## config.mk

```make
export PLATFORM = sky130hd
export DESIGN_NAME = sram_phase_ctrl
export DESIGN_NICKNAME = d
export VERILOG_FILES = /design/src/rtl/sram_phase_ctrl_pkg.sv /design/src/rtl/sram_wl_decoder.sv /design/src/rtl/sram_phase_ctrl.sv
export SDC_FILE = /design/constraint.sdc
export NUM_CORES = 1
export LEC_CHECK = 0
export CORE_MARGIN = 3
export CORE_UTILIZATION = 30
export CTS_CLUSTER_SIZE = 8
export DETAILED_ROUTE_END_ITERATION = 10
export PLACE_DENSITY = 0.56
export RECOVER_POWER = 25
export SLEW_MARGIN = 15
export SYNTH_ARGS = -nofsm -noshare
export SYNTH_HDL_FRONTEND = slang
export SYNTH_SLANG_ARGS = --single-unit
```

## constraint.sdc

```tcl
create_clock -name clk -period 3.2 [get_ports clk]
set_clock_uncertainty 0.05 [all_clocks]
set_input_delay 0.48 -clock clk [delete_from_list [all_inputs] [get_ports clk]]
set_output_delay 0.48 -clock clk [all_outputs]
set_load 0.05 [all_outputs]
```

## src/rtl/sram_phase_ctrl_pkg.sv

```systemverilog
// rtl/sram_phase_ctrl_pkg.sv - shared types and default timing for the SRAM phase sequencer
package sram_phase_ctrl_pkg;

  typedef enum logic [2:0] {
    IDLE,
    PRE,
    WL,
    SENSE,
    RESP
  } state_t;

  localparam int T_PRE_DEF   = 2;
  localparam int T_WL_DEF    = 1;
  localparam int T_SENSE_DEF = 2;

  // Longest phase sets the width of the shared down-counter.
  function automatic int max3(input int a, input int b, input int c);
    int m;
    m = (a > b) ? a : b;
    return (m > c) ? m : c;
  endfunction

endpackage

```

## src/rtl/sram_wl_decoder.sv

```systemverilog
// rtl/sram_wl_decoder.sv - registered one-hot wordline decoder
module sram_wl_decoder #(
  parameter int ADDR_W = 4
) (
  input  logic                   clk,
  input  logic                   rst,
  input  logic [ADDR_W-1:0]      addr,
  input  logic                   en,
  output logic [2**ADDR_W-1:0]   wl
);

  // Wordlines come straight from flops so the array never sees decode glitches.
  always_ff @(posedge clk or posedge rst) begin
    if (rst) begin
      wl <= '0;
    end else begin
      wl <= '0;
      if (en) wl[addr] <= 1'b1;
    end
  end

endmodule

```

## src/rtl/sram_phase_ctrl.sv

```systemverilog
// rtl/sram_phase_ctrl.sv - request sequencer driving precharge/wordline/write/sense phases
module sram_phase_ctrl
  import sram_phase_ctrl_pkg::*;
#(
  parameter int ADDR_W  = 4,
  parameter int DATA_W  = 8,
  parameter int T_PRE   = T_PRE_DEF,
  parameter int T_WL    = T_WL_DEF,
  parameter int T_SENSE = T_SENSE_DEF
) (
  input  logic                  clk,
  input  logic                  rst,
  input  logic                  req_valid,
  output logic                  req_ready,
  input  logic                  req_we,
  input  logic [ADDR_W-1:0]     req_addr,
  input  logic [DATA_W-1:0]     req_wdata,
  output logic                  resp_valid,
  input  logic                  resp_ready,
  output logic [DATA_W-1:0]     resp_rdata,
  output logic                  mem_pre,
  output logic [2**ADDR_W-1:0]  mem_wl,
  output logic                  mem_wen,
  output logic [DATA_W-1:0]     mem_din,
  output logic                  mem_sae,
  input  logic [DATA_W-1:0]     mem_dout
);

  localparam int CNT_W = $clog2(max3(T_PRE, T_WL, T_SENSE) + 1);
  localparam logic [CNT_W-1:0] PRE_LD   = CNT_W'(T_PRE - 1);
  localparam logic [CNT_W-1:0] WL_LD    = CNT_W'(T_WL - 1);
  localparam logic [CNT_W-1:0] SENSE_LD = CNT_W'(T_SENSE - 1);
  localparam logic [CNT_W-1:0] CNT_ONE  = CNT_W'(1);

  state_t            state, next_state;
  logic [CNT_W-1:0]  cnt, next_cnt;
  logic [ADDR_W-1:0] addr_q;
  logic              we_q;
  logic [DATA_W-1:0] wdata_q;
  logic              accept;
  logic              wl_en;

  assign accept = (state == IDLE) && req_valid && req_ready;
  assign wl_en  = (next_state == WL) || (next_state == SENSE);

  // State and phase counter register.
  always_ff @(posedge clk or posedge rst) begin
    if (rst) begin
      state <= IDLE;
      cnt   <= '0;
    end else begin
      state <= next_state;
      cnt   <= next_cnt;
    end
  end

  // Phase sequencing: each phase loads its length-1 and ends when the counter hits 0.
  always_comb begin
    next_state = state;
    next_cnt   = cnt;
    case (state)
      IDLE: begin
        if (accept) begin
          next_state = PRE;
          next_cnt   = PRE_LD;
        end
      end
      PRE: begin
        if (cnt == '0) begin
          next_state = WL;
          next_cnt   = WL_LD;
        end else begin
          next_cnt = cnt - CNT_ONE;
        end
      end
      WL: begin
        if (cnt == '0) begin
          if (we_q) begin
            next_state = RESP;
          end else begin
            next_state = SENSE;
            next_cnt   = SENSE_LD;
          end
        end else begin
          next_cnt = cnt - CNT_ONE;
        end
      end
      SENSE: begin
        if (cnt == '0) next_state = RESP;
        else           next_cnt   = cnt - CNT_ONE;
      end
      RESP: begin
        if (resp_valid && resp_ready) next_state = IDLE;
      end
      default: next_state = IDLE;
    endcase
  end

  // Latch the request on accept; later req_* changes cannot reach the array.
  always_ff @(posedge clk or posedge rst) begin
    if (rst) begin
      addr_q  <= '0;
      we_q    <= 1'b0;
      wdata_q <= '0;
    end else if (accept) begin
      addr_q  <= req_addr;
      we_q    <= req_we;
      wdata_q <= req_wdata;
    end
  end

  // Controls are registered decodes of the next state, so they line up with the state itself.
  always_ff @(posedge clk or posedge rst) begin
    if (rst) begin
      req_ready  <= 1'b0;
      resp_valid <= 1'b0;
      resp_rdata <= '0;
      mem_pre    <= 1'b0;
      mem_wen    <= 1'b0;
      mem_din    <= '0;
      mem_sae    <= 1'b0;
    end else begin
      req_ready  <= (next_state == IDLE);
      resp_valid <= (next_state == RESP);
      mem_pre    <= (next_state == PRE);
      mem_wen    <= (next_state == WL) && we_q;
      mem_din    <= ((next_state == WL) && we_q) ? wdata_q : '0;
      mem_sae    <= (next_state == SENSE);
      if ((state == SENSE) && (cnt == '0)) resp_rdata <= mem_dout;
    end
  end

  sram_wl_decoder #(
    .ADDR_W (ADDR_W)
  ) u_wl_decoder (
    .clk  (clk),
    .rst  (rst),
    .addr (addr_q),
    .en   (wl_en),
    .wl   (mem_wl)
  );

endmodule

```

; ---- After elaboration in Yosys (flattened, before gate mapping)
; Cells that the tools add are included.
[word_totals]
register_bits = 55
output_inout_bits = 37
wordCells = 56
[classes]
n_addsub = 1
n_lt_le_gt_ge = 2
n_eq_ne = 11
mux = 17
n_reduce_logical = 12
[op_table]
columns = op, count
row1 = 3-bit 2-to-1 mux, 6
row2 = 16-bit 2-to-1 mux, 1
row3 = 3-bit one-hot mux with 5 select lines, 1
row4 = "3-bit by 2-bit == test with 1-bit output, second input constant", 4
row5 = 2-bit 2-to-1 mux, 5
row6 = 8-bit 2-to-1 mux, 1
row7 = 2-bit one-hot mux with 4 select lines, 1
row8 = "3-bit by 1-bit == test with 1-bit output, second input constant", 2
row9 = "3-bit == test, second input constant", 2
row10 = 1-bit logical AND, 6
row11 = 3-bit zero test, 2
row12 = "4-bit by 5-bit < comparator with 1-bit output, second input constant", 1
row13 = 1-bit demux with 4-bit select, 1
row14 = "4-bit by 1-bit >= comparator with 1-bit output, second input constant", 1
row15 = "2-bit != test, second input constant", 2
row16 = 4-bit AND reduction, 1
row17 = 4-bit nonzero test, 1
row18 = "3-bit != test, second input constant", 1
row19 = 2-bit zero test, 1
row20 = "2-bit by 1-bit subtractor with 2-bit output, second input constant", 1
row21 = 1-bit logical OR, 1
row22 = 1-bit 2-to-1 mux, 1

; ---- Longest topological paths before layout
; Gate-level depths: netlist (run 1).
[logic_depth]
ltp_word = 8
mapped_depth = 7
mapped_depth_nobuf = 5

; ---- Cells and area by module
; Synthesis (run 1) repeated with hierarchy kept, for this count alone.
[unflattened]
hier_cells = 159
hier_area_um2 = 2160.8
[modules_own_cells]
columns = module, instances, cells_each, area_per_inst_um2, seq_area_each_um2
row1 = sram_phase_ctrl, 1, 119, 1639.1, 975.9
row2 = sram_wl_decoder, 1, 40, 521.8, 400.4

; ---- Worst setup path after synthesis (run 1)
; OpenSTA, ideal clock, no wires.
[synth_timing]
kind = reg2reg
from = register req_ready
to = register addr_q[3]
setup_time_ns = 0.125
t_arrival_ns = 1.629
required_time_ns = 3.025
slack_ns = 1.397
path_stages_with_launch = 5
path_buffers = 1
synth_period_minus_slack_ns = 1.803
cell_sequence = dfrtp_1 nand4bb_1 nor2_1 buf_4 mux2_2
[synth_between]
elab_chain_len = 1
[synth_rtl]
columns = element, line_no
row1 = start: declaration, sram_phase_ctrl.sv:14  ; output logic req_ready,
row2 = start signal: assignment, sram_phase_ctrl.sv:123  ; req_ready <= (next_state == IDLE);
row3 = 1-bit logical AND, sram_phase_ctrl.sv:43  ; assign accept = (state == IDLE) && req_valid && req_ready;
row4 = end signal: assignment, sram_phase_ctrl.sv:106  ; addr_q <= req_addr;
row5 = end: declaration, sram_phase_ctrl.sv:37  ; logic [ADDR_W-1:0] addr_q;
; No other way between the ends.
; A chain may end at the register's enable or synchronous reset.

; ---- Worst setup path in the final report (run 1)
[layout_timing]
from = register cnt[0]
to = register u_wl_decoder.wl[10]
[layout_between]
elab_chain_len = 6
[layout_rtl]
columns = element, line_no
row1 = start: declaration, sram_phase_ctrl.sv:36  ; logic [CNT_W-1:0] cnt, next_cnt;
row2 = start signal: assignment, sram_phase_ctrl.sv:53  ; cnt <= next_cnt;
row3 = 2-bit zero test *, "sram_phase_ctrl.sv:69, sram_phase_ctrl.sv:77, sram_phase_ctrl.sv:89"
row4 = "3-bit 2-to-1 mux, on equally long branches", "sram_phase_ctrl.sv:89, sram_phase_ctrl.sv:69, sram_phase_ctrl.sv:77"
row5 = 3-bit one-hot mux with 5 select lines *, sram_phase_ctrl.sv:61  ; case (state)
row6 = 3-bit by 2-bit == test with 1-bit output, sram_phase_ctrl.sv:44  ; assign wl_en = (next_state == WL) || (next_state == SENSE);
row7 = 1-bit logical OR *, sram_phase_ctrl.sv:44
row8 = 16-bit 2-to-1 mux *, sram_wl_decoder.sv:18  ; if (en) wl[addr] <= 1'b1;
row9 = end signal: assignment, sram_wl_decoder.sv:15  ; wl <= '0;
row10 = end signal: assignment, sram_wl_decoder.sv:17  ; wl <= '0;
row11 = end signal: indexed assignment, sram_wl_decoder.sv:18
row12 = end: declaration, sram_wl_decoder.sv:9  ; output logic [2**ADDR_W-1:0] wl
; Mark *: on every way between the ends. The rest lies on a longest branch, timed or not.

==> results of run 1 <==
==> metrics by stage <==
stage	total power, mW	hold WS [ns]	area, um2	setup WS [ns]	std cells
2_1_floorplan	2.28	0.426	2290	1.33	173
3_3_place_gp	2.67	0.438	2980	1.01	326
3_5_place_dp	2.68	0.442	2980	0.950	326
4_1_cts	3.11	0.460	3080	0.908	334
5_1_grt	3.28	0.475	3080	0.724	334
6_report	3.08	0.458	3080	0.923	334
==> per-layer routing <==
layer | GRT usage [%] | part of all wire, % | up-vias
li1 | - | - | 736
met2 | 16.6 | 43 | 64
met1 | 15.9 | 48 | 744
met3 | 3.94 | 8.1 | 7
met4 | 4.03 | 1.2 | 0
met5 | 0 | 0 | -
==> worst max-delay path, cell delays in order, from the launching register on <==
cell and delay, ns:
sky130_fd_sc_hd__dfrtp_1 0.40, sky130_fd_sc_hd__inv_1 0.09, sky130_fd_sc_hd__ha_1 0.25, sky130_fd_sc_hd__a21o_1 0.19, sky130_fd_sc_hd__a311o_1 0.62, sky130_fd_sc_hd__buf_4 0.31, sky130_fd_sc_hd__nor4_1 0.25
==> power groups by stage <==
stage / Sequential [mW] / Clock, mW / Combinational, mW
finish: 1.17 / 0.417 / 1.49
global route: 1.22 / 0.457 / 1.61
CTS: 1.17 / 0.431 / 1.51
detailed placement: 1.18 / 0 / 1.50
global placement: 1.18 / 0 / 1.49
floorplan: 1.53 / 0 / 0.753
==> cells in the mapped netlist (all sizes together) <==
master    n  area [um2]
a21o      2        15.0
o21ai     1        5.00
and3      1        6.26
a311oi    1        8.76
a311o     1        10.0
mux2     21         236
o32ai     1        8.76
o211ai    1        7.51
nand2b    3        18.8
and4      1        8.76
dfrtp    55        1380
nand4bb   1        11.3
clkbuf    2        7.51
nor2      3        11.3
a221oi    1        8.76
nor4      8        80.1
a31oi     4        25.0
nor3b     4        50.1
nor2b     4        25.0
a2111oi   1        8.76
or4       2        18.8
a211o     3        26.3
inv       7        26.3
nor3     12        75.1
a21oi     3        18.8
nor4b     2        17.5
or3       1        6.26
ha        4        50.1
nand2    14        52.6
nand3b    1        7.51
buf       8        66.3
==> sequential cells by signal, indices dropped and copies added, names as in the netlist, 2 cells and up <==
signal and flops:
wdata_q 8, u_wl_decoder.wl 16, resp_rdata 8, state 3, cnt 2, mem_din 8
addr_q 4
==> placed cells by master (no fill, tap or decap), types with 2 or more instances in the layout <==
cell                              instances
sky130_fd_sc_hd__a31oi_1                  4
sky130_fd_sc_hd__inv_1                    6
sky130_fd_sc_hd__nor3_2                   3
sky130_fd_sc_hd__nor2_1                   3
sky130_fd_sc_hd__nor2b_1                  4
sky130_fd_sc_hd__a21o_1                   2
sky130_fd_sc_hd__nand2_1                 14
sky130_fd_sc_hd__mux2_2                  21
sky130_fd_sc_hd__a211o_1                  3
sky130_fd_sc_hd__clkbuf_8                 7
sky130_fd_sc_hd__ha_1                     4
sky130_fd_sc_hd__nor3b_2                  4
sky130_fd_sc_hd__clkdlybuf4s50_1         60
sky130_fd_sc_hd__nor4_4                   2
sky130_fd_sc_hd__nor4b_1                  2
sky130_fd_sc_hd__nor4_1                   6
sky130_fd_sc_hd__buf_4                    2
sky130_fd_sc_hd__nor3_1                   9
sky130_fd_sc_hd__a21oi_1                  2
sky130_fd_sc_hd__dfrtp_1                 55
sky130_fd_sc_hd__nand2b_1                 3
==> final timing paths <==
path / cells past startpoint / to / slack (ns)
min reg2reg: 2 / mem_din[7] / 0.46
max in group asynchronous: 3 / resp_valid / 1.32
min: 2 / mem_din[7] / 0.46
max: 6 / u_wl_decoder.wl[10] / 0.92
min in group asynchronous: 3 / addr_q[3] / 1.01
max reg2reg: 6 / u_wl_decoder.wl[10] / 0.92
==> kinds of logic (layout without fill, tap and decap cells) <==
logic type | Yosys count | count (layout) | synth area share, %
and+or+nand+nor | 57 | 57 | 17.0
AOI/OAI and AO/OA | 19 | 19 | 6.22
DFF | 55 | 55 | 60.0
muxes | 21 | 21 | 10.3
buffers and inverters | 17 | 79 | 4.36
adders and majority gates | 4 | 4 | 2.18
==> final cells by class <==
cell class / instances / area share (%)
Timing Repair Buffer: 64 / 20.5
Clock buffer: 7 / 3.13
Sequential cell: 55 / 44.7
Multi-Input combinational cell: 101 / 26.6
Clock inverter: 1 / 0.244
Tap cell: 99 / 4.02
Inverter: 7 / 0.853
==> impl_metrics.env, run 1 <==
export IMPL_status="finished, final reports clean"
export IMPL_grt_max_degree=56
export IMPL_numClockSinks=55
export IMPL_drt_initial_drc_count=84
export IMPL_ys_ff_latch=55
export IMPL_antenna_diode_count=0
export IMPL_grt_first_pass_wirelength_um=7910
export IMPL_dp_final_hpwl_um=3220
export IMPL_timing_hold_worst_class="flop to flop"
export IMPL_die_height_um=93.5
export IMPL_post_route_drc_count=0
export IMPL_mappedNetlistNets=202
export IMPL_clock_slew_seen_by_the_registers_of_the_worst_setup_and_hold_paths_ns=0.10
export IMPL_power_share_combinational_pct=48.5
export IMPL_synth_sequential_area_ratio_pct=60.0
export IMPL_detail_route_first_pass_iterations=4
export IMPL_track_usage_pct=11.5
export IMPL_timing_slew_headroom_pct=12.6
export IMPL_clockRootBuffer="sky130_fd_sc_hd__clkbuf_8"
export IMPL_crit_start="cnt[0]"
export IMPL_synth_warning_count=0
export IMPL_start_util_pct=31.3
export IMPL_maximum_number_of_buffers_from_clock_root_to_sink=2
export IMPL_worstSetupEndpointType="flop"
export IMPL_syn_area_um2=2290
export IMPL_num_io_pins=62
export IMPL_netlist_cell_type_count=37
export IMPL_die_width_um=93.5
export IMPL_finalWirelength_um=4610
export IMPL_worst_ep_arrival_time_ns=2.43
export IMPL_fmax_ghz=0.439
export IMPL_route_vias_total=1551
export IMPL_die_area_um2=8730
export IMPL_tritoncts_num_buffers=5
export IMPL_swShare_pct=44.7
export IMPL_port_buffer_count=61
export IMPL_cp_start_kind="flop"
export IMPL_cp_required_ns=3.35
export IMPL_cts_htree_levels=2
export IMPL_slew_violations=0
export IMPL_final_nets=263
export IMPL_p_seq_share_pct=37.9
export IMPL_routedWlPerCell_um=13.8
export IMPL_final_setup_viol_count=0
export IMPL_grt_ovfl_total=0
export IMPL_final_layout_size_suffix_gt1_share_pct=18.3
export IMPL_hp_start="wdata_q[7]"
export IMPL_worst_slew_pin_slew_ns=1.31
export IMPL_grt_pass1_vias=1590
export IMPL_gp_congestion=0.776
export IMPL_syn_to_final_growth_pct=34.2
export IMPL_leakage_nw=1.29
export IMPL_post_route_min_period_ns=2.28
export IMPL_power_density_relative_to_cell_area_nw_per_um2=999
export IMPL_synth_cells=173
export IMPL_max_cap_violations=0
export IMPL_timing_final_hold_violations=0
export IMPL_drt_antenna_violating_nets=0
export IMPL_post_synth_cell_area_avg_um2=13.3
export IMPL_intPower_mw=1.70
export IMPL_ctsResizeCount=0
export IMPL_rsz0062_at_grt="false"
export IMPL_totalNegativeSetupSlack_ns=0
export IMPL_ir_drop_mv=0.414
export IMPL_critPathKind="flop to flop"
export IMPL_total_area_of_multi_input_combinational_cells_um2=818
export IMPL_worst_path_max_fanout=18
export IMPL_timing_final_crit_share_pct=71.1
export IMPL_placeableCoreArea_um2=7330
export IMPL_switchingPower_mw=1.38
export IMPL_cts_hold_buf=0
export IMPL_fraction_of_power_consumed_by_the_clock_network_pct=13.5
export IMPL_fill_cells=684
export IMPL_insertion_delay_ns=0.30
export IMPL_postCtsSetupRepairBufs=0
export IMPL_cts_tree="done"
export IMPL_avgViaCountPerCell=4.64
export IMPL_postLayoutCoreUtil_pct=42.0
export IMPL_area_sequential_um2=1380
export IMPL_antenna_violations_before_repair=0
export IMPL_critical_path_reg2reg_startpoint="cnt[0]"
export IMPL_fp_row_count=31
Note: power is estimated with default switching activity, not from simulation.
==> inputs of run 2 (changes only) <==
- PLACE_DENSITY: 0.56 -> 0.58
- clock period: 3.2 -> 2 ns (I/O delays scaled with it)
==> run 2 against run 1 <==
Maximum frequency rose by 20%. Non-clock buffer count rose by 8. Sequential share of layout area fell by 1.1 points. Register-to-register slack got worse by 0.82 ns. Clock-buffer cell count fell by 1. Critical path type unchanged. Critical endpoint is now u_wl_decoder.wl[1]. Largest cell class unchanged. Largest power group unchanged. Highest routed layer unchanged.
==> impl_metrics.env, run 2 (synthesized netlist as in run 1, its figures left out) <==
export IMPL_rrSetupSlack_ns=0.11
export IMPL_total_area_of_multi_input_combinational_cells_um2=818
export IMPL_finalNonFillerCells=342
export IMPL_start_util_pct=31.3
export IMPL_grt_first_pass_wirelength_um=7940
export IMPL_max_ffs_per_register=16
export IMPL_die_width_um=93.5
export IMPL_highest_layer="met4"
export IMPL_final_layout_size_suffix_gt1_share_pct=20.6
export IMPL_status="finished, final reports clean"
export IMPL_slowest_delay_ns=0.40
export IMPL_route_met3_wl_um=307
export IMPL_rsz0062_at_grt="false"
export IMPL_numClockSinks=55
export IMPL_worstPathBufferInverterCount=2
export IMPL_fp_row_count=31
export IMPL_dp_cells=334
export IMPL_wire_length_on_met1_um=2200
export IMPL_timing_hold_worst_class="input port to async pin"
export IMPL_port_buffer_count=61
export IMPL_detail_route_first_pass_iterations=4
export IMPL_cp_required_ns=2.15
export IMPL_antenna_violations_before_repair=0
export IMPL_postCtsSetupRepairBufs=0
export IMPL_top_register="u_wl_decoder.wl"
export IMPL_timing_final_hold_violations=0
export IMPL_die_height_um=93.5
export IMPL_power_density_relative_to_cell_area_nw_per_um2=1620
export IMPL_maximum_number_of_buffers_from_clock_root_to_sink=2
export IMPL_critPathKind="flop to flop"
export IMPL_leakage_nw=1.35
export IMPL_path_delay_family="simple AND/OR/NAND/NOR gates"
export IMPL_critical_path_slowest_cell="sky130_fd_sc_hd__dfrtp_1"
export IMPL_cts_tree="done"
export IMPL_route_vias_total=1566
export IMPL_max_cap_violations=0
export IMPL_slew_violations=0
export IMPL_gp_congestion=0.798
export IMPL_die_area_um2=8730
export IMPL_insertion_delay_ns=0.30
export IMPL_post_route_drc_count=0
export IMPL_worstSetupEndpointType="flop"
export IMPL_grt_ovfl_total=0
export IMPL_track_usage_pct=11.5
export IMPL_timing_slew_headroom_pct=60.6
export IMPL_num_io_pins=62
export IMPL_ir_drop_mv=0.713
export IMPL_layout_common_cells="60 x sky130_fd_sc_hd__clkdlybuf4s50_1, 55 x sky130_fd_sc_hd__dfrtp_1, 21 x sky130_fd_sc_hd__mux2_2"
export IMPL_worst_slew_pin_slew_ns=0.591
export IMPL_area_sequential_um2=1380
export IMPL_fmax_ghz=0.529
export IMPL_timing_final_crit_share_pct=94.6
export IMPL_avgViaCountPerCell=4.58
export IMPL_worst_path_max_fanout=27
export IMPL_routedWlPerCell_um=13.8
export IMPL_timing_critical_path_cells="inv_1 -> ha_1 -> nand2b_1 -> a311o_1 -> buf_12 -> nor4_1"
export IMPL_placeableCoreArea_um2=7330
export IMPL_drt_initial_drc_count=166
export IMPL_dp_final_hpwl_um=3420
export IMPL_syn_to_final_growth_pct=37.7
export IMPL_cp_start_kind="flop"
export IMPL_antenna_diode_count=0
export IMPL_clockRootBuffer="sky130_fd_sc_hd__clkbuf_8"
export IMPL_grt_max_degree=28
export IMPL_finalWirelength_um=4710
export IMPL_clock_slew_seen_by_the_registers_of_the_worst_setup_and_hold_paths_ns=0.10
export IMPL_layout_cells_most_common="sky130_fd_sc_hd__clkdlybuf4s50_1"
export IMPL_drt_antenna_violating_nets=0
export IMPL_tritoncts_num_buffers=5
export IMPL_power_mw=5.12
export IMPL_post_route_min_period_ns=1.89
export IMPL_cts_hold_buf=0
export IMPL_grt_pass1_vias=1612
export IMPL_cts_htree_levels=2
export IMPL_final_setup_viol_count=0
export IMPL_fill_cells=696
export IMPL_worst_ep_arrival_time_ns=2.04
export IMPL_final_nets=271
export IMPL_wl_met2_um=2150
export IMPL_ctsResizeCount=0
export IMPL_totalNegativeSetupSlack_ns=0
## run 2: worst register-to-register path, stage by stage, from the launching register on
cell                       delay, ns
sky130_fd_sc_hd__dfrtp_1        0.40
sky130_fd_sc_hd__inv_1          0.08
sky130_fd_sc_hd__ha_1           0.22
sky130_fd_sc_hd__nand2b_1       0.20
sky130_fd_sc_hd__a311o_1        0.38
sky130_fd_sc_hd__buf_12         0.18
sky130_fd_sc_hd__nor4_1         0.28
## run 2: metrics by stage
step / worst slack [ns] / area (um2) / util [%] / hold slack, ns
floorplan: 0.197 / 2290 / - / 0.397
global placement: 0.180 / 3060 / 41.8 / 0.437
detailed placement: 0.140 / 3060 / 41.8 / 0.442
CTS: 0.121 / 3170 / 43.3 / 0.230
global route: 0.00456 / 3160 / 43.1 / 0.481
finish: 0.108 / 3160 / 43.1 / 0.435
## run 2: report_power, final
part | internal [mW] | switching [mW]
registers | 1.50 | 0.325
logic | 1.01 | 1.55
clock network | 0.379 | 0.359
## run 2: layer usage
layer | track usage (%) | up-vias
met2 | 17.4 | 53
li1 | - | 752
met4 | 3.54 | 0
met5 | 0 | -
met3 | 3.38 | 6
met1 | 16.0 | 755
## run 2: path summary, 6_finish.rpt
kind                                            end        from  cells after the start
worst min register to register           mem_din[7]  wdata_q[7]                      2
min in group clk                         mem_din[7]  wdata_q[7]                      2
worst max register to register   u_wl_decoder.wl[1]      cnt[1]                      6
max in group asynchronous                wdata_q[0]         rst                      3
worst max-delay path             u_wl_decoder.wl[1]      cnt[1]                      6
worst min-delay path            u_wl_decoder.wl[12]         rst                      2
## run 2: layout make-up
class | instances | area share, %
Inverter | 7 | 0.832
Tap cell | 99 | 3.92
Multi-Input combinational cell | 101 | 25.9
Timing Repair Buffer | 72 | 22.3
Sequential cell | 55 | 43.6
Clock inverter | 2 | 1.23
Clock buffer | 6 | 2.30
==> inputs of run 3 (changes only) <==
- ABC_AREA: unset -> 1
- PLACE_DENSITY: 0.58 -> 0.59
==> run 3 against run 2 <==
Wire length decreased by 3.7%. Sequential power is 9.9% lower. Register-to-register slack improved by 0.11 ns. Clock-buffer cell count stayed put. Critical path depth decreased by 5. Global-route usage barely moved. Cell area decreased by 5.9%. Via count is 6.6% higher. Critical path type is now flop to output port.
==> impl_metrics.env, run 3 <==
export IMPL_status="finished, final reports clean"
export IMPL_worstSetupEndpointType="output port"
export IMPL_final_layout_size_suffix_gt1_share_pct=5.65
export IMPL_hold_ws_ns=0.427
export IMPL_num_io_pins=62
export IMPL_ys_ff_latch=55
export IMPL_clockRootBuffer="sky130_fd_sc_hd__clkbuf_8"
export IMPL_pre_cts_slack_ns=0.214
export IMPL_timing_critical_path_cells="clkdlybuf4s50_1"
export IMPL_synthArstFlopShare_pct=100
export IMPL_grt_ovfl_total=0
export IMPL_maximum_number_of_buffers_from_clock_root_to_sink=2
export IMPL_most_frequently_used_flop_master_after_synthesis="sky130_fd_sc_hd__dfrtp_1"
export IMPL_final_cell_area_um2=2970
export IMPL_grt_met1_usage_pct=13.9
export IMPL_post_synth_top_count_cell="sky130_fd_sc_hd__nand2_1"
export IMPL_insertion_delay_ns=0.31
export IMPL_track_usage_pct=11.5
export IMPL_grt_pass1_vias=1656
export IMPL_place_area_um2=2900
export IMPL_start_util_pct=31.3
export IMPL_post_route_drc_count=0
export IMPL_layout_common_cells="61 x sky130_fd_sc_hd__clkdlybuf4s50_1, 60 x sky130_fd_sc_hd__nand2_1, 55 x sky130_fd_sc_hd__dfrtp_1"
export IMPL_dp_cells=389
export IMPL_ys_top_cells_by_count="60 x sky130_fd_sc_hd__nand2_1, 55 x sky130_fd_sc_hd__dfrtp_1, 44 x sky130_fd_sc_hd__nor2_1"
export IMPL_finalNonFillerCells=397
export IMPL_totalNegativeSetupSlack_ns=0
export IMPL_mappedNetlistNets=262
export IMPL_port_buffer_count=61
export IMPL_die_width_um=90.6
export IMPL_detail_route_first_pass_iterations=4
export IMPL_clock_slew_seen_by_the_registers_of_the_worst_setup_and_hold_paths_ns=0.09
export IMPL_grt_most_used_layer="met2"
export IMPL_slowest_delay_ns=0.81
export IMPL_top_register="u_wl_decoder.wl"
export IMPL_syn_area_um2=2150
export IMPL_leakage_nw=1.43
export IMPL_die_height_um=90.6
export IMPL_setup_ws_ns=0.175
export IMPL_postCtsSetupRepairBufs=0
export IMPL_post_route_min_period_ns=1.83
export IMPL_final_setup_viol_count=0
export IMPL_fill_cells=696
export IMPL_routedWlPerCell_um=11.4
export IMPL_rsz0062_at_grt="true"
export IMPL_cts_hold_buf=0
export IMPL_postLayoutCoreUtil_pct=43.3
export IMPL_critical_path_slowest_cell="sky130_fd_sc_hd__clkdlybuf4s50_1"
export IMPL_globalRouteMet2Util_pct=19.4
export IMPL_drt_initial_drc_count=63
export IMPL_globalRouteMet3Util_pct=4.33
export IMPL_syn_to_final_growth_pct=38.4
export IMPL_power_density_relative_to_cell_area_nw_per_um2=1430
export IMPL_dp_final_hpwl_um=3280
export IMPL_power_mw=4.24
export IMPL_worst_path_max_fanout=1
export IMPL_path_delay_family="buffers and inverters"
export IMPL_placeableCoreArea_um2=6870
export IMPL_ctsResizeCount=0
export IMPL_avgViaCountPerCell=4.21
export IMPL_synth_sequential_area_ratio_pct=64.1
export IMPL_total_area_of_multi_input_combinational_cells_um2=647
export IMPL_finalWirelength_um=4540
export IMPL_tritoncts_num_buffers=5
export IMPL_synth_cells=233
export IMPL_cp_start_kind="flop"
export IMPL_synth_enable_flop_cells=0
export IMPL_netlist_cell_type_count=16
export IMPL_post_synth_cell_area_avg_um2=9.22
export IMPL_cts_tree="done"
export IMPL_antenna_diode_count=0
export IMPL_synth_warning_count=0
export IMPL_antenna_violations_before_repair=0
export IMPL_fmax_ghz=0.548
export IMPL_route_vias_total=1670
export IMPL_worstPathBufferInverterCount=1
export IMPL_numClockSinks=55
export IMPL_fp_row_count=30
export IMPL_die_area_um2=8210
export IMPL_timing_hold_worst_class="flop to flop"
export IMPL_grt_first_pass_wirelength_um=7630
export IMPL_area_sequential_um2=1380
export IMPL_slew_violations=0
export IMPL_cts_htree_levels=2
export IMPL_leading_area_contributor_after_synthesis="sky130_fd_sc_hd__dfrtp_1"
export IMPL_worst_ep_arrival_time_ns=1.48
export IMPL_timing_final_crit_share_pct=91.3
export IMPL_yosysTopAreaCellShare_pct=64.1
export IMPL_grt_max_degree=56
export IMPL_cp_required_ns=1.65
export IMPL_ir_drop_mv=0.489
export IMPL_gp_congestion=0.903
export IMPL_worst_slew_pin_slew_ns=1.29
export IMPL_timing_slew_headroom_pct=13.7
export IMPL_drt_antenna_violating_nets=0
export IMPL_top_cells_by_area_synth="sky130_fd_sc_hd__dfrtp_1 64%, sky130_fd_sc_hd__nand2_1 10%, sky130_fd_sc_hd__nor2_1 7.7%, sky130_fd_sc_hd__inv_1 4.2%, sky130_fd_sc_hd__o21ai_0 4.0%"
export IMPL_final_nets=329
export IMPL_max_ffs_per_register=16
export IMPL_layout_cells_most_common="sky130_fd_sc_hd__clkdlybuf4s50_1"
export IMPL_timing_final_hold_violations=0
export IMPL_critPathKind="flop to output port"
export IMPL_max_cap_violations=0
-- run 3: changes by cell type after synthesis, sizes merged, moves of 11 or more --
cell and delta:
o21ai +17, nor2 +41, nand3 +15, mux2 -21, inv +20, nand2 +47, nor3 -11
-- run 3: kinds of logic after synthesis --
logic type / count (synthesis) / synth area share (%)
buffers and inverters: 32 / 5.82
DFF: 55 / 64.1
AOI/OAI and AO/OA: 20 / 5.07
adders and majority gates: 4 / 2.33
and+or+nand+nor: 122 / 22.7
-- run 3: final cells by class --
cell class | instances | share of cell area [%]
clock buffers | 6 | 2.44
clock inverters | 2 | 0.589
inverters | 27 | 3.41
multi-input cells | 146 | 21.8
flip-flops and latches | 55 | 46.3
well taps | 96 | 4.04
repair buffers | 65 | 21.5
-- run 3: path summary, 6_finish.rpt --
path / slack [ns] / to / cells after the start / from
min in group asynchronous: 0.67 / u_wl_decoder.wl[11] / 3 / rst
max in group asynchronous: 0.45 / cnt[0] / 3 / rst
worst max-delay path: 0.17 / mem_sae / 1 / mem_sae
worst min-delay path: 0.43 / resp_rdata[5] / 2 / resp_rdata[5]
worst min register to register: 0.43 / resp_rdata[5] / 2 / resp_rdata[5]
worst max register to register: 0.22 / mem_din[7] / 7 / cnt[0]
-- run 3: routing by layer --
metal	vias to the layer above	share of wire (%)
met2	49	46
met4	0	1.0
met5	-	0
met1	768	46
met3	5	7.0
li1	848	-
-- run 3: where the power goes --
group	total [mW]	switching [mW]	internal (mW)	leakage [nW]
clock network	0.605	0.353	0.252	0.0454
registers	1.64	0.187	1.45	0.718
logic	2.00	1.38	0.619	0.671
total	4.24	1.92	2.32	1.43
